[config.mk]
export PLATFORM = sky130hd
export DESIGN_NAME = call_stack_ctrl
export DESIGN_NICKNAME = d
export VERILOG_FILES = /design/src/rtl/robonaut_pkg.sv /design/src/rtl/stack_depth_ctr.sv /design/src/rtl/call_stack_ctrl.sv
export SDC_FILE = /design/constraint.sdc
export NUM_CORES = 1
export LEC_CHECK = 0
export ABC_CLOCK_PERIOD_IN_PS = 6900
export BUFFER_PORTS_ARGS = -buffer_cell sky130_fd_sc_hd__buf_2
export CAP_MARGIN = 10
export CORE_MARGIN = 4
export CORE_UTILIZATION = 55
export DETAILED_ROUTE_END_ITERATION = 7
export PLACE_DENSITY = 0.82
export SYNTH_ARGS = -nofsm -noshare
export SYNTH_HDL_FRONTEND = slang
export SYNTH_SLANG_ARGS = --single-unit
[constraint.sdc]
create_clock -name W_Clk -period 6.9 [get_ports W_Clk]
set_clock_uncertainty 0.2 [all_clocks]
set_input_delay 0.345 -clock W_Clk [delete_from_list [all_inputs] [get_ports W_Clk]]
set_output_delay 0.345 -clock W_Clk [all_outputs]
set_load 0.005 [all_outputs]
[src/rtl/robonaut_pkg.sv]
// Shared types and constants for the return-address stack responder.
package robonaut_pkg;

    localparam int         WORD_W         = 32;
    localparam int         RA_W           = 64;
    localparam logic [9:0] SP_TOP_DEFAULT = 10'h3F9;

    typedef enum logic [2:0] {
        IDLE     = 3'd0,
        PUSH_LO  = 3'd1,
        PUSH_HI  = 3'd2,
        POP_LO   = 3'd3,
        POP_HI   = 3'd4,
        POP_WAIT = 3'd5,
        DONE     = 3'd6
    } cs_state_e;

endpackage

[src/rtl/stack_depth_ctr.sv]
// Saturating up/down entry counter with full/empty flags for overflow/underflow checks.
module stack_depth_ctr #(
    parameter int DEPTH_W   = 5,
    parameter int MAX_DEPTH = 16
) (
    input  logic               W_Clk,
    input  logic               Reset_n,
    input  logic               inc,
    input  logic               dec,
    output logic [DEPTH_W-1:0] depth,
    output logic               full,
    output logic               empty
);

    assign full  = (depth == DEPTH_W'(MAX_DEPTH));
    assign empty = (depth == '0);

    always_ff @(posedge W_Clk or negedge Reset_n) begin
        if (!Reset_n)
            depth <= '0;
        else if (inc && !dec && !full)
            depth <= depth + 1'b1;
        else if (dec && !inc && !empty)
            depth <= depth - 1'b1;
    end

endmodule

[src/rtl/call_stack_ctrl.sv]
// CALL/RET return-address stack responder: 64-bit entries stored as word pairs in 32-bit memory.
// Optional top-of-stack shadow for single-cycle returns: define RAS_BYPASS_EN.
module call_stack_ctrl
    import robonaut_pkg::*;
#(
    parameter int                ADDR_W    = 10,
    parameter logic [ADDR_W-1:0] SP_TOP    = ADDR_W'(SP_TOP_DEFAULT),
    parameter int                MAX_DEPTH = 16
) (
    input  logic              W_Clk,
    input  logic              Reset_n,
    input  logic              Push_Req,
    input  logic              Pop_Req,
    input  logic [RA_W-1:0]   Push_Data,
    input  logic [ADDR_W-1:0] SP_In,
    output logic [ADDR_W-1:0] Mem_Addr,
    output logic [WORD_W-1:0] Mem_WData,
    output logic              Mem_WE,
    output logic              Mem_RE,
    input  logic [WORD_W-1:0] Mem_RData,
    output logic [WORD_W-1:0] RdBuf1Wire,
    output logic [WORD_W-1:0] RdBuf0Wire,
    output logic              Busy,
    output logic              Done,
    output logic [4:0]        Depth,
    output logic              Ovf,
    output logic              Unf
);

    cs_state_e         state_q, state_d;
    logic [ADDR_W-1:0] sp_q;
    logic [RA_W-1:0]   data_q;
    logic              acc_push, acc_pop, cap0, cap1, inc, dec, set_ovf, set_unf;
    logic              full, empty;
`ifdef RAS_BYPASS_EN
    logic [RA_W-1:0]   shadow_q;
    logic              shadow_vld_q;
    logic              byp_pop;
`endif

    stack_depth_ctr #(.DEPTH_W(5), .MAX_DEPTH(MAX_DEPTH)) u_depth (
        .W_Clk   (W_Clk),
        .Reset_n (Reset_n),
        .inc     (inc),
        .dec     (dec),
        .depth   (Depth),
        .full    (full),
        .empty   (empty)
    );

    assign Busy = (state_q != IDLE);

    always_comb begin
        state_d   = state_q;
        acc_push  = 1'b0;
        acc_pop   = 1'b0;
        cap0      = 1'b0;
        cap1      = 1'b0;
        inc       = 1'b0;
        dec       = 1'b0;
        set_ovf   = 1'b0;
        set_unf   = 1'b0;
        Mem_Addr  = '0;
        Mem_WData = '0;
        Mem_WE    = 1'b0;
        Mem_RE    = 1'b0;
        Done      = 1'b0;
`ifdef RAS_BYPASS_EN
        byp_pop   = 1'b0;
`endif
        unique case (state_q)
            IDLE: begin
                // push has priority; a simultaneous pop is simply dropped
                if (Push_Req) begin
                    if (full) set_ovf = 1'b1;
                    else begin
                        acc_push = 1'b1;
                        state_d  = PUSH_LO;
                    end
                end else if (Pop_Req) begin
                    if (empty) set_unf = 1'b1;
`ifdef RAS_BYPASS_EN
                    else if (shadow_vld_q) begin
                        byp_pop = 1'b1;
                        dec     = 1'b1;
                        state_d = DONE;
                    end
`endif
                    else begin
                        acc_pop = 1'b1;
                        state_d = POP_LO;
                    end
                end
            end
            PUSH_LO: begin
                Mem_WE    = 1'b1;
                Mem_Addr  = sp_q;
                Mem_WData = data_q[WORD_W-1:0];
                state_d   = PUSH_HI;
            end
            PUSH_HI: begin
                Mem_WE    = 1'b1;
                Mem_Addr  = sp_q + ADDR_W'(1);
                Mem_WData = data_q[RA_W-1:WORD_W];
                inc       = 1'b1;
                state_d   = DONE;
            end
            POP_LO: begin
                Mem_RE   = 1'b1;
                Mem_Addr = sp_q + ADDR_W'(2);
                state_d  = POP_HI;
            end
            POP_HI: begin
                // read data lags the strobe by one cycle: this is the low word
                Mem_RE   = 1'b1;
                Mem_Addr = sp_q + ADDR_W'(3);
                cap0     = 1'b1;
                state_d  = POP_WAIT;
            end
            POP_WAIT: begin
                cap1    = 1'b1;
                dec     = 1'b1;
                state_d = DONE;
            end
            DONE: begin
                Done    = 1'b1;
                state_d = IDLE;
            end
            default: state_d = IDLE;
        endcase
    end

    always_ff @(posedge W_Clk or negedge Reset_n) begin
        if (!Reset_n) begin
            state_q    <= IDLE;
            sp_q       <= SP_TOP;
            data_q     <= '0;
            RdBuf0Wire <= '0;
            RdBuf1Wire <= '0;
            Ovf        <= 1'b0;
            Unf        <= 1'b0;
        end else begin
            state_q <= state_d;
            if (acc_push) begin
                sp_q   <= SP_In;
                data_q <= Push_Data;
            end
            if (acc_pop) sp_q <= SP_In;
            if (cap0)    RdBuf0Wire <= Mem_RData;
            if (cap1)    RdBuf1Wire <= Mem_RData;
`ifdef RAS_BYPASS_EN
            if (byp_pop) {RdBuf1Wire, RdBuf0Wire} <= shadow_q;
`endif
            if (set_ovf) Ovf <= 1'b1;
            if (set_unf) Unf <= 1'b1;
        end
    end

`ifdef RAS_BYPASS_EN
    always_ff @(posedge W_Clk or negedge Reset_n) begin
        if (!Reset_n) begin
            shadow_q     <= '0;
            shadow_vld_q <= 1'b0;
        end else if (acc_push) begin
            shadow_q     <= Push_Data;
            shadow_vld_q <= 1'b1;
        end else if (byp_pop) begin
            shadow_vld_q <= 1'b0;
        end
    end
`endif

endmodule

== After elaboration in Yosys (flattened, before gate mapping) ==
Cells that the tools add are included.

* Bitwise gates (word level): 0
* Shifts and indexed selects: 0
* Multipliers: 0
* Eq/ne operators: 10
* Muxes and demuxes: 31
* Div/mod/pow operators: 0
* Add/sub/neg operators: 5
* $lt $le $gt $ge: 0
* Reduce and logical (&&, ||, !) cells: 17

{| class="wikitable"
|+ Operator list
! operator !! count
|-
| 32-bit case mux with 2 select lines || 1
|-
| 10-bit case mux with 4 select lines || 1
|-
| 10-bit by 2-bit adder with 10-bit output, second input constant || 2
|-
| 1-bit 2-to-1 mux || 20
|-
| 10-bit 2-to-1 mux || 2
|-
| 3-bit case mux with 5 select lines || 1
|-
| 3-bit 2-to-1 mux || 4
|-
| 10-bit by 1-bit adder with 10-bit output, second input constant || 1
|-
| 5-bit 2-to-1 mux || 2
|-
| 3-bit equality test, second input constant || 3
|-
| 3-bit inequality test, second input constant || 3
|-
| 3-bit by 2-bit equality test with 1-bit output, second input constant || 2
|-
| 2-bit OR reduction || 3
|-
| 5-bit by 1-bit adder with 5-bit output, second input constant || 1
|-
| 5-bit equality test, second input constant || 1
|-
| 5-bit zero test || 1
|-
| 5-bit by 1-bit subtractor with 5-bit output, second input constant || 1
|-
| 1-bit logical AND || 4
|-
| 1-bit zero test || 4
|-
| 2-bit nonzero test || 2
|-
| 3-bit by 1-bit equality test with 1-bit output, second input constant || 1
|-
| 3-bit zero test || 1
|-
| 3-bit AND reduction || 1
|-
| 3-bit nonzero test || 1
|}

* Output and inout bits: 117
* Memory bits (read-only): 0
* Latch bits: 0
* Memories kept: 0
* Bits in writable memories: 0
* Flip-flop bits (word level): 148

== Depth between registers and ports, before layout ==
Gate-level depths: netlist of the first run.

* Word-level depth: 7
* Gate-level depth with buffers: 10
* Depth with buffers taken out: 9

== Hierarchy ==
A second synthesis of the first run with hierarchy kept.

* Cell total of the unflattened synthesis: 548
* Area, all modules: 6849.1 um^2

{| class="wikitable"
|+ By module, submodules not included
! module !! cells each !! instances !! area an instance (um^2)
|-
| call_stack_ctrl || 507 || 1 || 6441.2
|-
| stack_depth_ctr || 41 || 1 || 407.9
|}

== Worst setup path before layout of the first run ==
OpenSTA, ideal clock, no wires.

* Path type: register to output
* Start: register state_q[2]
* End: output Mem_Addr[8]
* Data arrival time: 2251 ps
* Setup slack: 4104 ps
* Cell stages (with the launch flop): 11
* Required time: 6355 ps
* Cell sequence: dfrtp_1 -> buf_2 -> nor3b_1 -> buf_2 -> buf_2 -> xor2_1 -> ha_1 -> nor2_1 -> o32ai_1 -> nand3_1 -> mux2i_1

* Cells in the longest elaborated chain, start to end: 2
* Elaborated cells on any way between the ends: 5

{| class="wikitable"
|+ RTL lines
! what !! line !! source
|-
| start, declared || call_stack_ctrl.sv:30 || <nowiki>cs_state_e state_q, state_d;</nowiki>
|-
| start signal, assigned || call_stack_ctrl.sv:143 || <nowiki>state_q <= state_d;</nowiki>
|-
| 3-bit equality test, or another cell as far along || call_stack_ctrl.sv:71 || <nowiki>unique case (state_q)</nowiki>
|-
| 10-bit case mux with 4 select lines (*) || call_stack_ctrl.sv:71 ||
|-
| end, declared || call_stack_ctrl.sv:16 || <nowiki>output logic [ADDR_W-1:0] Mem_Addr,</nowiki>
|}

Mark *: on every way between the ends. The rest lies on a longest branch, timed or not.

== Worst setup path in the final report of the first run ==
* Start: register state_q[1]
* End: output Mem_Addr[4]

Same word-level chain as after synthesis.

==> summary.md, run 1 <==
| Metric | Value |
|---|---|
| Length of the first detailed-routing pass in iterations | 5 |
| Worst Path Required | 6.36 ns |
| Sum Neg Setup Slack | 0 ns |
| Type of element capturing the critical path | output port |
| # port buffers | approximately 230 |
| Area growth syn-to-layout | 40.9% |
| Clock input transition at the sequential cells of the worst setup and hold paths | 0.06 ns |
| Data arrival at the endpoint of the critical path | about 3.3 ns |
| Static power due to leakage | 4.72 nW |
| H-Tree Depth | 4 |
| Critical setup path kind | reg2out |
| Placeable core region | ~13000 µm² |
| Remaining antenna violation count after routing | 0 |
| Async set-or-reset flop fraction in the synthesized netlist | 100% |
| Classification of the worst-slack hold path | in2reg |
| Setup Slack @ Placement | between 3 and 4 ns |
| Clock latency of the later-clocked register in the worst-skew pair | roughly 0.41 ns |
| HPWL Detailed | between 10000 and 15000 µm |
| Run status | finished clean |
| Int Power | between 3 and 4 mW |
| Count of routing violations after the opening detailed-route iteration | roughly 460 |
| Overflow left after global routing | 0 |
| Total via count in the routed design | about 5500 |
| Die footprint | 14700 µm² |
| CTS tree | built |
| Number of global-route vias before repair | 6028 |
| Layout cells sized above 1 | around half |
| Critical Path Fanout Max | 37 |
| Post-Synthesis Net Count | 611 |
| Height of the die | 121 µm |
| Total number of placement rows | 41 |
| Post-Synthesis Cell Area | about 7000 µm² |
| Die outline width | ~120 µm |
| Layout fillers | about 710 |
| Primary flip-flop cell chosen by synthesis mapping | dfrtp_1 |
| Share of power burned in registers | between 30% and 40% |
| Cells resized by post-CTS repair | 0 |
| Transition at the pin with the smallest max-transition slack | between 1 and 1.5 ns |
| Synth cell types | between 60 and 70 |
| Sequential element share of the synthesized area | between 50% and 60% |
| CTS max path bufs | 2 |
| Worst path setup slack after routing | 3.08 ns |
| DRC violations left | 0 |
| Number of I/O pins | about 230 |
| Worst slew slack as a fraction of its limit | a little under a quarter |
| Overall routing resource usage | 28.1% |
| Critical Path Source Type | flip-flop |
| Synth Register Bits | roughly 150 |
| Setup repair after global routing missed its margin | no |
| Post-layout nets | around 940 |
| Power per unit of standard cell area | 481 nW/µm² |
| Clock period minus worst slack | between 3 and 4 ns |
| Hold Violations, Final | 0 |
| Root Driver | clkbuf_16 |
| Area of the multi-input gates | around 3100 µm² |
| Pin count of the biggest net entering global routing | 79 |
| Initial cell density of the core | between 50% and 60% |
| Highest attainable clock frequency | about 260 MHz |
| Sink count of the clock tree | 148 |
| Worst IR Drop VDD | 0.294 mV |
| Syn. warnings | 0 |
| Gate count of the mapped netlist | between 400 and 500 |
| Number of antenna violations at the first check in global routing | 1 |
| Num CTS Buffers | 17 |
| Share of power burned in combinational logic | 43.2% |
| Syn Area/Cell | approximately 14 µm² |
| Min Hold Slack | about 0.013 ns |
| Sw Ratio | 33.6% |
| Post-DR wirelength/cell | ~20 µm |
| Via count normalized by instance count | 5.51 |
| Max_cap viols | 0 |
| Psw | between 1.5 and 2 mW |
| Final period util | about 55% |
| Clock network fraction of design power | between 20% and 30% |
| Setup repair bufs after CTS | 0 |
| Wire length of the first global-routing pass | around 32000 µm |
| Global placer's final weighted congestion | ~0.81 |
| Area taken by flip-flops and latches | roughly 3700 µm² |
| EDFF count, synth | 0 |
| Max-slew violations | 0 |
| Setup-violating endpoint count in the final report | 0 |
| Total detailed-routing wirelength | between 20000 and 25000 µm |
## power groups by stage
stage	combinational, mW	sequential, mW	clock, mW
floorplan	1.41	1.60	0
global placement	1.90	1.68	0
detailed placement	1.96	1.71	0
CTS	2.03	1.71	0.983
global route	2.22	1.79	1.03
finish	2.05	1.74	0.970
## timing repair
action,CTS,global route
endpoints found under the hold margin,205,0
hold buffers,106,0
setup endpoints to repair,0,0
## path summary, 6_finish.rpt
kind                                   start          endpoint  slack (ns)  cells past startpoint
min in group asynchronous            Reset_n    RdBuf1Wire[10]        0.27                      2
worst min register to register           Ovf               Ovf        0.26                      1
worst max register to register    state_q[1]        data_q[63]        3.92                      4
max in group asynchronous            Reset_n  u_depth.depth[1]        4.79                      3
worst max-delay path              state_q[1]       Mem_Addr[4]        3.08                      9
worst min-delay path            Mem_RData[7]     RdBuf0Wire[7]        0.01                      2
## flip-flops by register name, indices dropped and copies added (netlist names)
register,cells
sp_q,10
data_q,64
RdBuf1Wire,32
Ovf,1
Unf,1
state_q,3
RdBuf0Wire,32
u_depth.depth,5
## worst max-delay path: stages (launching register included)
cell and delay, ns:
dfrtp_1 0.66, nor3b_2 0.27, buf_4 0.44, xor2_1 0.20, ha_1 0.26, nor2_1 0.09, o32ai_1 0.49, a21oi_1 0.15
nor2_1 0.16, buf_2 0.14
## synth_stat cells, types with 2 or more instances
cell type  count  area [µm²]
nor2_1        11        41.3
nand2b_1       8        50.1
nand2_1        6        22.5
buf_12         6         120
buf_2         10        50.1
dfrtp_1      140        3500
nor2b_1        4        25.0
or4_1          2        15.0
dfstp_2        8         210
inv_1          7        26.3
mux2_4        60         901
mux2_2        80         901
o21ai_0        8        40.0
nand3_1        9        45.0
xnor2_1        7        61.3
mux2i_1        4        40.0
and3_1         3        18.8
a31oi_1        2        12.5
nand3b_1       2        15.0
o22ai_1        2        12.5
a31o_2         2        17.5
and4_1         2        17.5
a21oi_1       14        70.1
ha_1           6        75.1
a21o_1         5        37.5
and2_1         3        18.8
clkbuf_1      14        52.6
xor2_1         2        17.5
a22o_1        32         280
o211ai_1       4        30.0
## metal layers
metal | vias to the layer above | part of all wire (%) | global-route usage [%] | wire (µm)
met2 | 241 | 53 | 48.9 | 10600
met1 | 2745 | 36 | 31.2 | 7330
met3 | 77 | 5.7 | 6.71 | 1150
met4 | 0 | 5.2 | 16.9 | 1050
met5 | - | 0 | 0 | 0
li1 | 2473 | - | - | -
## stage by stage
step	utilization [%]	std cells	instance area [µm²]	power, mW
6_report	78.8	1005	9900	4.76
5_1_grt	78.8	1005	9900	5.03
4_1_cts	78.8	1004	9900	4.72
3_5_place_dp	65.3	866	8200	3.67
3_3_place_gp	65.3	866	8200	3.58
2_1_floorplan	-	494	7030	3.01
## cells in the final DEF (no fill, tap or decap), drive strengths merged, types with 2 or more instances in the layout
| master | count |
|---|---|
| a21o | 6 |
| a21oi | 14 |
| a22o | 32 |
| a31o | 2 |
| a31oi | 2 |
| and2 | 3 |
| and3 | 3 |
| and4 | 2 |
| buf | 232 |
| bufinv | 3 |
| clkbuf | 24 |
| clkinv | 4 |
| dfrtp | 140 |
| dfstp | 8 |
| dlygate4sd3 | 106 |
| ha | 6 |
| inv | 7 |
| mux2 | 140 |
| mux2i | 4 |
| nand2 | 7 |
| nand2b | 8 |
| nand3 | 9 |
| nand3b | 2 |
| nor2 | 11 |
| nor2b | 4 |
| nor4 | 2 |
| o211ai | 4 |
| o21ai | 9 |
| o22ai | 2 |
| or4 | 2 |
| xnor2 | 7 |
| xor2 | 2 |
## cell type report
class                      instances  area share, %
sequential                       148           37.5
multi-input combinational        307           31.0
timing repair buffer             338           22.7
clock buffer                      24           5.17
tap                              172           2.17
clock inverter                     8           1.23
inverter                           7          0.265
antenna                            1         0.0253
## logic make-up (layout without fill, tap and decap cells)
family	after synthesis	after routing	share of synthesized area [%]
simple gates	61	61	5.23
buf+inv	39	377	3.76
xor+xnor	9	9	1.12
compound gates	85	85	9.19
mux	145	145	26.5
flops	148	148	52.8
other cells	0	1	0
fa+ha+maj	7	7	1.35
(Power assumes the default switching activity.)
==> run 2, diff against run 1 <==
Settings changed: ABC_CLOCK_PERIOD_IN_PS 6900 to 3750, CORE_UTILIZATION 55 to 51, PLACE_DENSITY 0.82 to 0.76.
Clock period 6.9 ns to 3.75 ns, I/O delays scaled along.
==> run 2 against run 1 <==
Effect of this change:
- clock power up 92%
- global-route usage shrank 2.8 points
- routed wire length is 2.6% lower
- power increased by 85%
- worst setup slack worse by 2.6 ns
- largest cell class unchanged
- highest routed layer unchanged
- die area increased by 7.3%
- combinational power up 85%
- cell area is 0.71% higher
==> summary.md, run 2 (synthesis gave the netlist of run 1 again) <==
| Metric | Value |
|---|---|
| Run status | finished clean |
| H-Tree Depth | 4 |
| Overflow left after global routing | 0 |
| Overall routing resource usage | around 25% |
| Total detailed-routing wirelength | approximately 20000 µm |
| Critical setup path kind | reg2out |
| Data arrival at the endpoint of the critical path | a little under 3 ns |
| Max FFs per register | 64 |
| GR Layer Usage met3 | under 10% |
| Max-slew violations | 0 |
| CTS tree | built |
| Height of the die | about 130 µm |
| Via count normalized by instance count | between 5 and 6 |
| Total number of placement rows | between 40 and 50 |
| Hold Startpoint | Pop_Req |
| Slack of the worst reg-to-reg path | 0.94 ns |
| Highest attainable clock frequency | ~310 MHz |
| Highest-utilization routing layer at the global route stage | met2 |
| Number of instances on the worst hold path | 4 |
| Min Hold Slack | approximately 0.025 ns |
| Clock latency of the later-clocked register in the worst-skew pair | a little over 0.4 ns |
| Worst slew slack as a fraction of its limit | between 40 and 50% |
| Number of antenna violations at the first check in global routing | 1 |
| Num CTS Buffers | 17 |
| Sink count of the clock tree | ~150 |
| Die outline width | around 130 µm |
| Cell total after placement | 870 |
| HPWL Detailed | approximately 12000 µm |
| Length of the first detailed-routing pass in iterations | 4 |
| Die footprint | approximately 16000 µm² |
| Sum Neg Setup Slack | 0 ns |
| Hold Violations, Final | 0 |
| Setup-violating endpoint count in the final report | 0 |
| Number of I/O pins | 227 |
| Initial cell density of the core | between 50 and 60% |
| Total via count in the routed design | between 5000 and 6000 |
| Placeable core region | around 13000 µm² |
| Capturing point of the worst reg2reg path | data_q[2] |
| Setup repair bufs after CTS | 0 |
| Final cell utilization of the core | between 70 and 80% |
| CTS max path bufs | 2 |
| Worst Path Required | ~3.4 ns |
| Remaining antenna violation count after routing | 0 |
| Clock input transition at the sequential cells of the worst setup and hold paths | approximately 0.06 ns |
| Power per unit of standard cell area | between 800 and 900 nW/µm² |
| Met1 track demand over resource | approximately 28% |
| Root Driver | clkbuf_16 |
| Transition at the pin with the smallest max-transition slack | roughly 0.86 ns |
| Pin count of the biggest net entering global routing | 94 |
| Most common cell after layout, fill and taps aside | buf_2 |
| Most frequent cells in the layout | buf_2, dfrtp_1, dlygate4sd3_1 |
| Post-layout nets | approximately 940 |
| Static power due to leakage | about 4.7 nW |
| R2R cell count | 4 |
| Critical Path Source Type | flip-flop |
| Number of global-route vias before repair | a little over 6000 |
| Largest registers in the final layout | data_q x64, RdBuf0Wire x32, RdBuf1Wire x32 |
| Count of routing violations after the opening detailed-route iteration | ~350 |
| Worst Hold Endpoint | Unf |
| Setup repair after global routing missed its margin | no |
| Max_cap viols | 0 |
| Worst IR Drop VDD | about 0.52 mV |
| Met2 demand-to-capacity share in global routing | between 40% and 50% |
| DRC violations left | 0 |
| Area growth syn-to-layout | 41.8% |
| Post-DR wirelength/cell | around 19 µm |
| Register ranked first by flip-flop count | data_q |
| Wire length of the first global-routing pass | around 32000 µm |
| Clock period minus worst slack | ~3.3 ns |
| Classification of the worst-slack hold path | in2reg |
| PnR Total Power | between 8 and 9 mW |
| # port buffers | ~230 |
| Layout cells sized above 1 | 50.9% |
| Origin of the critical flop-to-flop path | state_q[1] |
| Type of element capturing the critical path | output port |
| Critical Path Fanout Max | 26 |
| Final period util | between 80% and 90% |
| Number of standard cells in the layout, taps in and fillers out | just over 1000 |
| Global placer's final weighted congestion | ~0.87 |
run 2: final cells by class:
type                       count  area [µm²]
sequential                   148        3710
fill                         813        3380
multi-input combinational    307        3070
timing repair buffer         340        2290
clock buffer                  24         512
tap                          176         220
clock inverter                 7         141
inverter                       7        26.3
antenna                        1        2.50
run 2: timing repair:
action / in CTS / in global routing
hold buffers: 108 / 0
resized for setup: 0 / 0
hold endpoints to repair: 231 / 0
run 2: worst max-delay path, stage by stage (launching register included):
cell and delay, ns:
dfrtp_1 0.67, nor3b_2 0.34, xor2_1 0.17, ha_1 0.27, nor2_1 0.10, o32ai_1 0.48, nand3_1 0.15, mux2i_1 0.17
buf_2 0.14
run 2: worst max-delay path by stage:
| stage | endpoint | slack, ns | cells after the start | from |
|---|---|---|---|---|
| final | Mem_Addr[8] | 0.47 | 8 | state_q[1] |
| after global routing | Mem_Addr[8] | 0.26 | 8 | state_q[1] |
| after CTS | Mem_Addr[8] | 0.52 | 8 | state_q[1] |
| after detailed placement | Mem_Addr[8] | 1.0 | 8 | state_q[1] |
| after global placement | data_q[1] | 1.11 | 4 | state_q[1] |
| after floorplan | u_depth.depth[3] | 1.06 | 9 | state_q[2] |
run 2: metal layers:
metal / vias up / wire [µm] / part of all wire, %
li1: 2472 / - / -
met3: 72 / 1100 / 5.6
met2: 218 / 10200 / 52
met4: 0 / 948 / 4.8
met5: - / 0 / 0
met1: 2768 / 7330 / 37
run 2: stage by stage:
stage | worst slack [ns] | cell area, µm²
2_1_floorplan | 1.06 | 7030
3_3_place_gp | 1.11 | 8230
3_5_place_dp | 0.996 | 8230
4_1_cts | 0.518 | 9970
5_1_grt | 0.256 | 9970
6_report | 0.472 | 9970
run 2: where the power goes:
group / total [mW] / leakage, nW / internal, mW / switching [mW]
clock: 1.86 / 0.319 / 1.22 / 0.645
combinational: 3.79 / 2.68 / 2.19 / 1.60
sequential: 3.17 / 1.74 / 2.47 / 0.697
